==> config.mk <==
export PLATFORM = sky130hd
export DESIGN_NAME = dw_lp_cntr_cmd_seq
export DESIGN_NICKNAME = d
export VERILOG_FILES = /design/src/rtl/dw_lp_cntr_cmd_seq.sv
export SDC_FILE = /design/constraint.sdc
export NUM_CORES = 1
export LEC_CHECK = 0
export ABC_AREA = 1
export CORE_MARGIN = 2
export CORE_UTILIZATION = 45
export DETAILED_ROUTE_END_ITERATION = 12
export GPL_ROUTABILITY_DRIVEN = 0
export PLACE_DENSITY = 0.82
export SYNTH_ARGS = -nofsm -noshare
export SYNTH_HDL_FRONTEND = slang
export SYNTH_SLANG_ARGS = --single-unit
==> constraint.sdc <==
create_clock -name clk -period 1.4 [get_ports clk]
set_input_delay 0.42 -clock clk [delete_from_list [all_inputs] [get_ports clk]]
set_output_delay 0.42 -clock clk [all_outputs]
set_load 0.02 [all_outputs]
==> src/rtl/dw_lp_cntr_cmd_seq.sv <==
// Command sequencer driving the control inputs of dw_lp_cntr_updn_df.
// Accepts LOAD / UP_TO / DN_TO / HOLD commands and reports completion.
//
//  state | meaning
//  IDLE  | waiting for a command, cmd_ready high
//  LOAD  | cntr_ld_n low for one cycle
//  RUN   | counter enabled until term_count_n falls
//  HOLD  | counter frozen while hold_cnt runs down
module dw_lp_cntr_cmd_seq #(
   parameter int WIDTH = 4
) (
   input  logic             clk,
   input  logic             rst,
   input  logic             cmd_valid,
   output logic             cmd_ready,
   input  logic [1:0]       cmd_op,
   input  logic [WIDTH-1:0] cmd_data,
   input  logic             abort,
   output logic             cntr_ld_n,
   output logic [WIDTH-1:0] cntr_ld_count,
   output logic             cntr_enable,
   output logic             cntr_up_dn,
   output logic [WIDTH-1:0] cntr_term_val,
   input  logic [WIDTH-1:0] cntr_count,
   input  logic             cntr_term_count_n,
   output logic             busy,
   output logic             done,
   output logic [WIDTH-1:0] done_count,
   output logic             aborted
);

   typedef enum logic [1:0] {ST_IDLE, ST_LOAD, ST_RUN, ST_HOLD} state_t;

   localparam logic [1:0]       OP_LOAD = 2'd0;
   localparam logic [1:0]       OP_UP   = 2'd1;
   localparam logic [1:0]       OP_DN   = 2'd2;
   localparam logic [1:0]       OP_HOLD = 2'd3;
   localparam logic [WIDTH-1:0] ONE     = 1;

   state_t           state;
   logic [WIDTH-1:0] hold_cnt;

   assign cmd_ready   = (state == ST_IDLE) && !rst;
   assign busy        = (state != ST_IDLE);
   // Enable follows term_count_n directly so the counter never overshoots.
   assign cntr_enable = (state == ST_RUN) && cntr_term_count_n && !rst;

   always_ff @(posedge clk) begin
      if (rst) begin
         state         <= ST_IDLE;
         cntr_ld_n     <= 1'b1;
         cntr_ld_count <= '0;
         cntr_up_dn    <= 1'b1;
         cntr_term_val <= '0;
         done          <= 1'b0;
         done_count    <= '0;
         aborted       <= 1'b0;
         hold_cnt      <= '0;
      end else begin
         cntr_ld_n <= 1'b1;
         done      <= 1'b0;
         aborted   <= 1'b0;
         case (state)
            ST_IDLE: begin
               if (cmd_valid) begin
                  case (cmd_op)
                     OP_LOAD: begin
                        cntr_ld_count <= cmd_data;
                        cntr_ld_n     <= 1'b0;
                        state         <= ST_LOAD;
                     end
                     OP_UP, OP_DN: begin
                        cntr_term_val <= cmd_data;
                        cntr_up_dn    <= (cmd_op == OP_UP);
                        state         <= ST_RUN;
                     end
                     OP_HOLD: begin
                        hold_cnt <= cmd_data;
                        state    <= ST_HOLD;
                     end
                     default: state <= ST_IDLE;
                  endcase
               end
            end
            ST_LOAD: begin
               state <= ST_IDLE;
               if (abort) begin
                  aborted <= 1'b1;
               end else begin
                  done       <= 1'b1;
                  done_count <= cntr_ld_count;
               end
            end
            ST_RUN: begin
               if (abort) begin
                  state   <= ST_IDLE;
                  aborted <= 1'b1;
               end else if (!cntr_term_count_n) begin
                  state      <= ST_IDLE;
                  done       <= 1'b1;
                  done_count <= cntr_count;
               end
            end
            ST_HOLD: begin
               if (abort) begin
                  state   <= ST_IDLE;
                  aborted <= 1'b1;
               end else if (hold_cnt == '0) begin
                  state      <= ST_IDLE;
                  done       <= 1'b1;
                  done_count <= cntr_count;
               end else begin
                  hold_cnt <= hold_cnt - ONE;
               end
            end
            default: state <= ST_IDLE;
         endcase
      end
   end

endmodule
==> impl_metrics.tcl, run 1 <==
set metrics [dict create \
    status "complete, but fails checks" \
    violations "negative setup slack" \
    die_area_um2 2810 \
    fp.dieH_um 53.0 \
    n_antenna_cell 0 \
    num-fill-cells 187 \
    p_leak_nw 0.805 \
    maxSlewViolCount 0 \
    register_area_um2 445 \
    cp.required_ns 0.98 \
    cp_max_fo 2 \
    first_pass_iters 4 \
    cp_num_buf_inv 3 \
    routed_wl_mm 2.92 \
    ios 34 \
    fin_crit_sh 1.07 \
    critical_path.max_stage_delay_ns 0.19 \
    fp-row-count 17 \
    clk_path_buf_depth 2 \
    drtAntennaViolNets 0 \
    cts-root-buf "clkbuf_4" \
    port_buffers 33 \
    grt_max_degree 14 \
    multi_input_area_um2 598 \
    clock.fmax_mhz 668 \
    grt.total_usage 0.208 \
    die_x_um 53.0 \
    fin_cells 235 \
    tightestPinTransition_ns 0.355 \
    grt.overflow.total 0 \
    slowest_stage "dlygate4sd2_1" \
    dp.cells 226 \
    final_nets 227 \
    grt_pass1_vias 1083 \
    fin_tns_setup_ns -0.162 \
    finalPower_w 0.00154 \
    cts_hold_buf 0 \
    drt-vias-per-instance 4.99 \
    ys.warnings.count 0 \
    htree_num_levels 1 \
    cts_tree "built" \
    critPathCaptureType "primary output" \
    synthCells 156 \
    ys_seq_area_frac 0.407 \
    rsz0062_at_grt "true" \
    grt_pass1_wl_mm 4.31 \
    dpl.hpwl_mm 2.06 \
    initialDrtViolationCount 11 \
    setup_slack_ns -0.0963 \
    clk_pin_slew_ns 0.12 \
    cellPowerDensity_nw_per_um2 957 \
    cts_made_buffers 3 \
    syn_area_um2 1080 \
    yosysUniqueCellTypes 17 \
    drv_cap 0 \
    ir_drop_uv 710 \
    worstPathCellList "dlygate4sd2_1 -> inv_1 -> nor2_4 -> nand2_2 -> nor2_2 -> buf_6" \
    skew_ns 0.00179 \
    final_util 0.723 \
    clk_latency_ns 0.31 \
    crit_arrival_ns 1.08 \
    hp-class "flop to flop" \
    wl_per_cell_um 12.4 \
    layout-drive-gt1-share 0.290 \
    syn-num-nets 175 \
    ys_seq_elements 22 \
    drc 0 \
    via_count 1173 \
    finalHoldViolations 0 \
    timing.slew.headroom 0.762 \
    crit_type "input pin to primary output" \
    finalSetupViolCount 2 \
    critPathTopFamily "buffers and inverters" \
    initial_core_util 0.484 \
    critPathLaunchType "input pin" \
    syn2layout_area_growth_pct 49.3 \
    core_area_um2 2230 \
    avgSynthCellArea_um2 6.93 \
    min_period_ns 1.50 \
    antenna_found_initial 0 \
    cts.sinks 22 \
]
==> stage by stage <==
step | hold slack (ns) | cell area (um2) | setup slack (ns)
global placement | 0.457 | 1520 | -0.789
finish | 0.478 | 1610 | -0.0963
detailed placement | 0.461 | 1520 | -0.828
global route | 0.505 | 1610 | -0.146
floorplan | 0.479 | 1080 | 0.0430
CTS | 0.482 | 1630 | -0.125
==> Yosys cell counts <==
cell,n,area [um2]
a21oi_1,18,90.1
buf_6,1,11.3
clkbuf_1,2,7.51
dfxtp_1,22,440
ha_1,4,50.1
inv_1,22,82.6
inv_2,2,7.51
nand2_1,34,128
nand2_2,6,37.5
nand3_1,12,60.1
nor2_1,19,71.3
nor2_2,1,6.26
nor2_4,2,22.5
nor3_1,1,5.00
nor3_4,1,16.3
o21ai_0,7,35.0
o21ai_1,2,10.0
==> routing by layer <==
metal	GRT usage	vias to the layer above	wire, um	part of all wire
met2	0.413	40	1520	0.52
met3	0.0198	2	167	0.057
met5	0	-	0	0
met4	0.0385	0	20	0.0069
li1	-	592	-	-
met1	0.238	539	1210	0.41
==> final cells by class <==
| cell class | count | area share |
|---|---|---|
| Sequential cell | 22 | 0.276 |
| Timing Repair Buffer | 49 | 0.243 |
| Inverter | 24 | 0.0558 |
| Clock buffer | 3 | 0.0140 |
| Tap cell | 28 | 0.0217 |
| Clock inverter | 1 | 0.0186 |
| Multi-Input combinational cell | 108 | 0.371 |
==> cells by family after synthesis <==
family / after synthesis / share of synthesized area
compound gates: 27 / 0.125
fa+ha+maj: 4 / 0.0463
buf+inv: 27 / 0.101
flops: 22 / 0.407
simple gates: 76 / 0.321
==> path summary, 6_finish.rpt <==
check                           to  cells past startpoint  slack (ns)              start
setup / recovery       cntr_enable                      6        -0.1  cntr_term_count_n
setup reg to reg  cntr_ld_count[2]                      8        0.06           state[0]
hold / removal    cntr_term_val[1]                      2        0.48   cntr_term_val[1]
hold reg to reg   cntr_term_val[1]                      2        0.48   cntr_term_val[1]
==> power by group <==
| group | leakage, nW | switching, W | internal, W |
|---|---|---|---|
| registers | 0.181 | 0.0000217 | 0.000660 |
| logic | 0.597 | 0.000209 | 0.000168 |
| clock network | 0.0279 | 0.000196 | 0.000289 |
==> state kept, by name, indices dropped and copies added, names as in the netlist <==
name / flops
cntr_ld_count: 4
done: 1
hold_cnt: 4
cntr_up_dn: 1
cntr_term_val: 4
state: 2
done_count: 4
cntr_ld_n: 1
aborted: 1
==> worst reg2reg max path, delay by kind of cell, from the launching register on <==
kind,cells,cell delay [ns]
buffers and inverters,3,0.31
AO/OA/AOI/OAI,2,0.23
flip-flops,1,0.39
AND/OR/NAND/NOR,3,0.33
==> placed cells by master (no fill, tap or decap), drive strengths merged <==
master         instances
a21oi                 18
clkdlybuf4s15          4
nor3                   3
inv                   24
buf                   20
clkdlybuf4s50         11
nand3                 12
dlygate4sd2            4
nor2                  22
clkbuf                13
dfxtp                 22
o21ai                  9
ha                     4
nand2                 40
bufinv                 1
==> what timing repair did <==
item                       in CTS  in global routing
gates cloned                    0                  1
buffers inserted                5                  0
setup endpoints to repair      24                 29
pin swaps                       6                  4
resized for setup              60                 24
Power figures use the tool's default switching activity.
==> inputs of run 2 (changes only) <==
--- a/config.mk
+++ b/config.mk
@@ -8,8 +8,10 @@
 export ABC_AREA = 1
 export CORE_MARGIN = 2
 export CORE_UTILIZATION = 45
+export CTS_CLUSTER_DIAMETER = 100
 export DETAILED_ROUTE_END_ITERATION = 12
 export GPL_ROUTABILITY_DRIVEN = 0
+export MAX_ROUTING_LAYER = met4
 export PLACE_DENSITY = 0.82
 export SYNTH_ARGS = -nofsm -noshare
 export SYNTH_HDL_FRONTEND = slang
==> run 2 against run 1 <==
Compared with the run above:
- the flow still finishes with violations (negative setup slack)
- combinational power hardly changed
- via count hardly changed
- routed wire length down 0.17%
- die area unchanged
- sequential power barely moved
- utilization unchanged
- first-iteration DRC count fell by 18%
- critical path type unchanged
==> impl_metrics.tcl, run 2 (synthesized netlist as in run 1, its figures left out) <==
set metrics [dict create \
    status "complete, but fails checks" \
    violations "negative setup slack" \
    finalPower_w 0.00154 \
    cp-startpoint "cntr_term_count_n" \
    rsz0062_at_grt "true" \
    tightestPinTransition_ns 0.351 \
    fin_crit_sh 1.07 \
    grt.overflow.total 0 \
    timing.slew.headroom 0.765 \
    initialDrtViolationCount 9 \
    htree_num_levels 1 \
    core_area_um2 2230 \
    antenna_found_initial 0 \
    clk_path_buf_depth 2 \
    worstPathCellList "dlygate4sd2_1 -> inv_1 -> nor2_4 -> nand2_2 -> nor2_2 -> buf_6" \
    regToRegEndpoint "cntr_ld_count[2]" \
    clock.fmax_mhz 668 \
    setup_slack_ns -0.0963 \
    finalHoldViolations 0 \
    fp-row-count 17 \
    clk_pin_slew_ns 0.12 \
    routed_wl_mm 2.91 \
    cp_max_fo 2 \
    grt_max_degree 14 \
    critPathLaunchType "input pin" \
    critPathCaptureType "primary output" \
    syn2layout_area_growth_pct 49.3 \
    dp.cells 226 \
    hp-class "flop to flop" \
    drt-vias-per-instance 4.99 \
    fin_area_um2 1610 \
    final_util 0.723 \
    layout-drive-gt1-share 0.290 \
    initial_core_util 0.484 \
    drtAntennaViolNets 0 \
    r2r-start "state[0]" \
    crit_arrival_ns 1.08 \
    fin_cells 235 \
    maxSlewViolCount 0 \
    critical_path.max_stage_delay_ns 0.19 \
    min_period_ns 1.50 \
    grt.total_usage 0.214 \
    cts_made_buffers 3 \
    wl_per_cell_um 12.4 \
    dpl.hpwl_mm 2.06 \
    reg2reg_depth 8 \
    p_leak_nw 0.805 \
    cellPowerDensity_nw_per_um2 956 \
    ff2ff_setup_slack_ns 0.06 \
    ios 34 \
    cts_tree "built" \
    drc 0 \
    cts.sinks 22 \
    port_buffers 33 \
    fp.dieH_um 53.0 \
    place_area_um2 1520 \
    drv_cap 0 \
    layout_commonest_cell "nand2_1" \
    hold_depth 2 \
    grt_pass1_vias 1083 \
    clk_latency_ns 0.31 \
    via_count 1172 \
    first_pass_iters 4 \
    die_area_um2 2810 \
    n_antenna_cell 0 \
    die_x_um 53.0 \
    finalSetupViolCount 2 \
    slowest_stage "dlygate4sd2_1" \
    cts_hold_buf 0 \
    holdPathEnd "cntr_term_val[1]" \
    crit_type "input pin to primary output" \
    cts-root-buf "clkbuf_4" \
    ir_drop_uv 710 \
    hold_start "cntr_term_val[1]" \
    final_nets 227 \
    cp.required_ns 0.98 \
    layout.cells.most_common_list "nand2_1, inv_1, dfxtp_1" \
    grt_pass1_wl_mm 4.31 \
    skew_ns 0.00252 \
]
run 2: cell counts in the layout (fill, tap and decap cells not counted):
Identical to the previous run, type by type.
run 2: how the worst max path moves through the flow:
stage / endpoint / slack [ns] / cells after the start
3_5_place_dp: cntr_enable / -0.83 / 6
4_1_cts: cntr_enable / -0.13 / 4
5_1_grt: cntr_enable / -0.15 / 4
6_report: cntr_enable / -0.1 / 6
3_3_place_gp: cntr_enable / -0.79 / 6
2_1_floorplan: cntr_enable / 0.04 / 4
run 2: worst max-delay path: cells and delay by family:
kind / cells / cell delay [ns]
buf+inv: 3 / 0.37
simple gates: 3 / 0.28
run 2: layer usage:
metal	part of all wire	vias up	global-route usage
met3	0.053	2	0.0169
met2	0.52	33	0.413
met5	0	-	-
li1	-	594	-
met1	0.42	543	0.240
met4	0.0072	0	0.0385
run 2: repair_timing:
item                                    4_1_cts  5_1_grt
resized for setup                            60       24
endpoints found under the setup margin       24       29
gates cloned                                  0        1
buffers inserted                              5        0
pin swaps                                     6        4
run 2: layout make-up:
class	count	area, um2
inverter	24	90.1
multi-input combinational	108	598
sequential	22	445
fill	187	619
clock inverter	1	30.0
timing repair buffer	49	393
tap	28	35.0
clock buffer	3	22.5
run 2: per-stage QoR:
stage,hold WS (ns),setup slack (ns),setup TNS [ns]
after global routing,0.505,-0.146,-0.320
after floorplan,0.479,0.0430,0
after global placement,0.457,-0.789,-6.64
after CTS,0.482,-0.125,-0.194
final,0.478,-0.0963,-0.161
after detailed placement,0.461,-0.828,-7.26
run 2: where the power goes:
| group | total, W | internal, W | switching (W) |
|---|---|---|---|
| sequential | 0.000682 | 0.000660 | 0.0000217 |
| combinational | 0.000376 | 0.000168 | 0.000209 |
| clock | 0.000485 | 0.000289 | 0.000196 |
| total | 0.00154 | 0.00112 | 0.000426 |
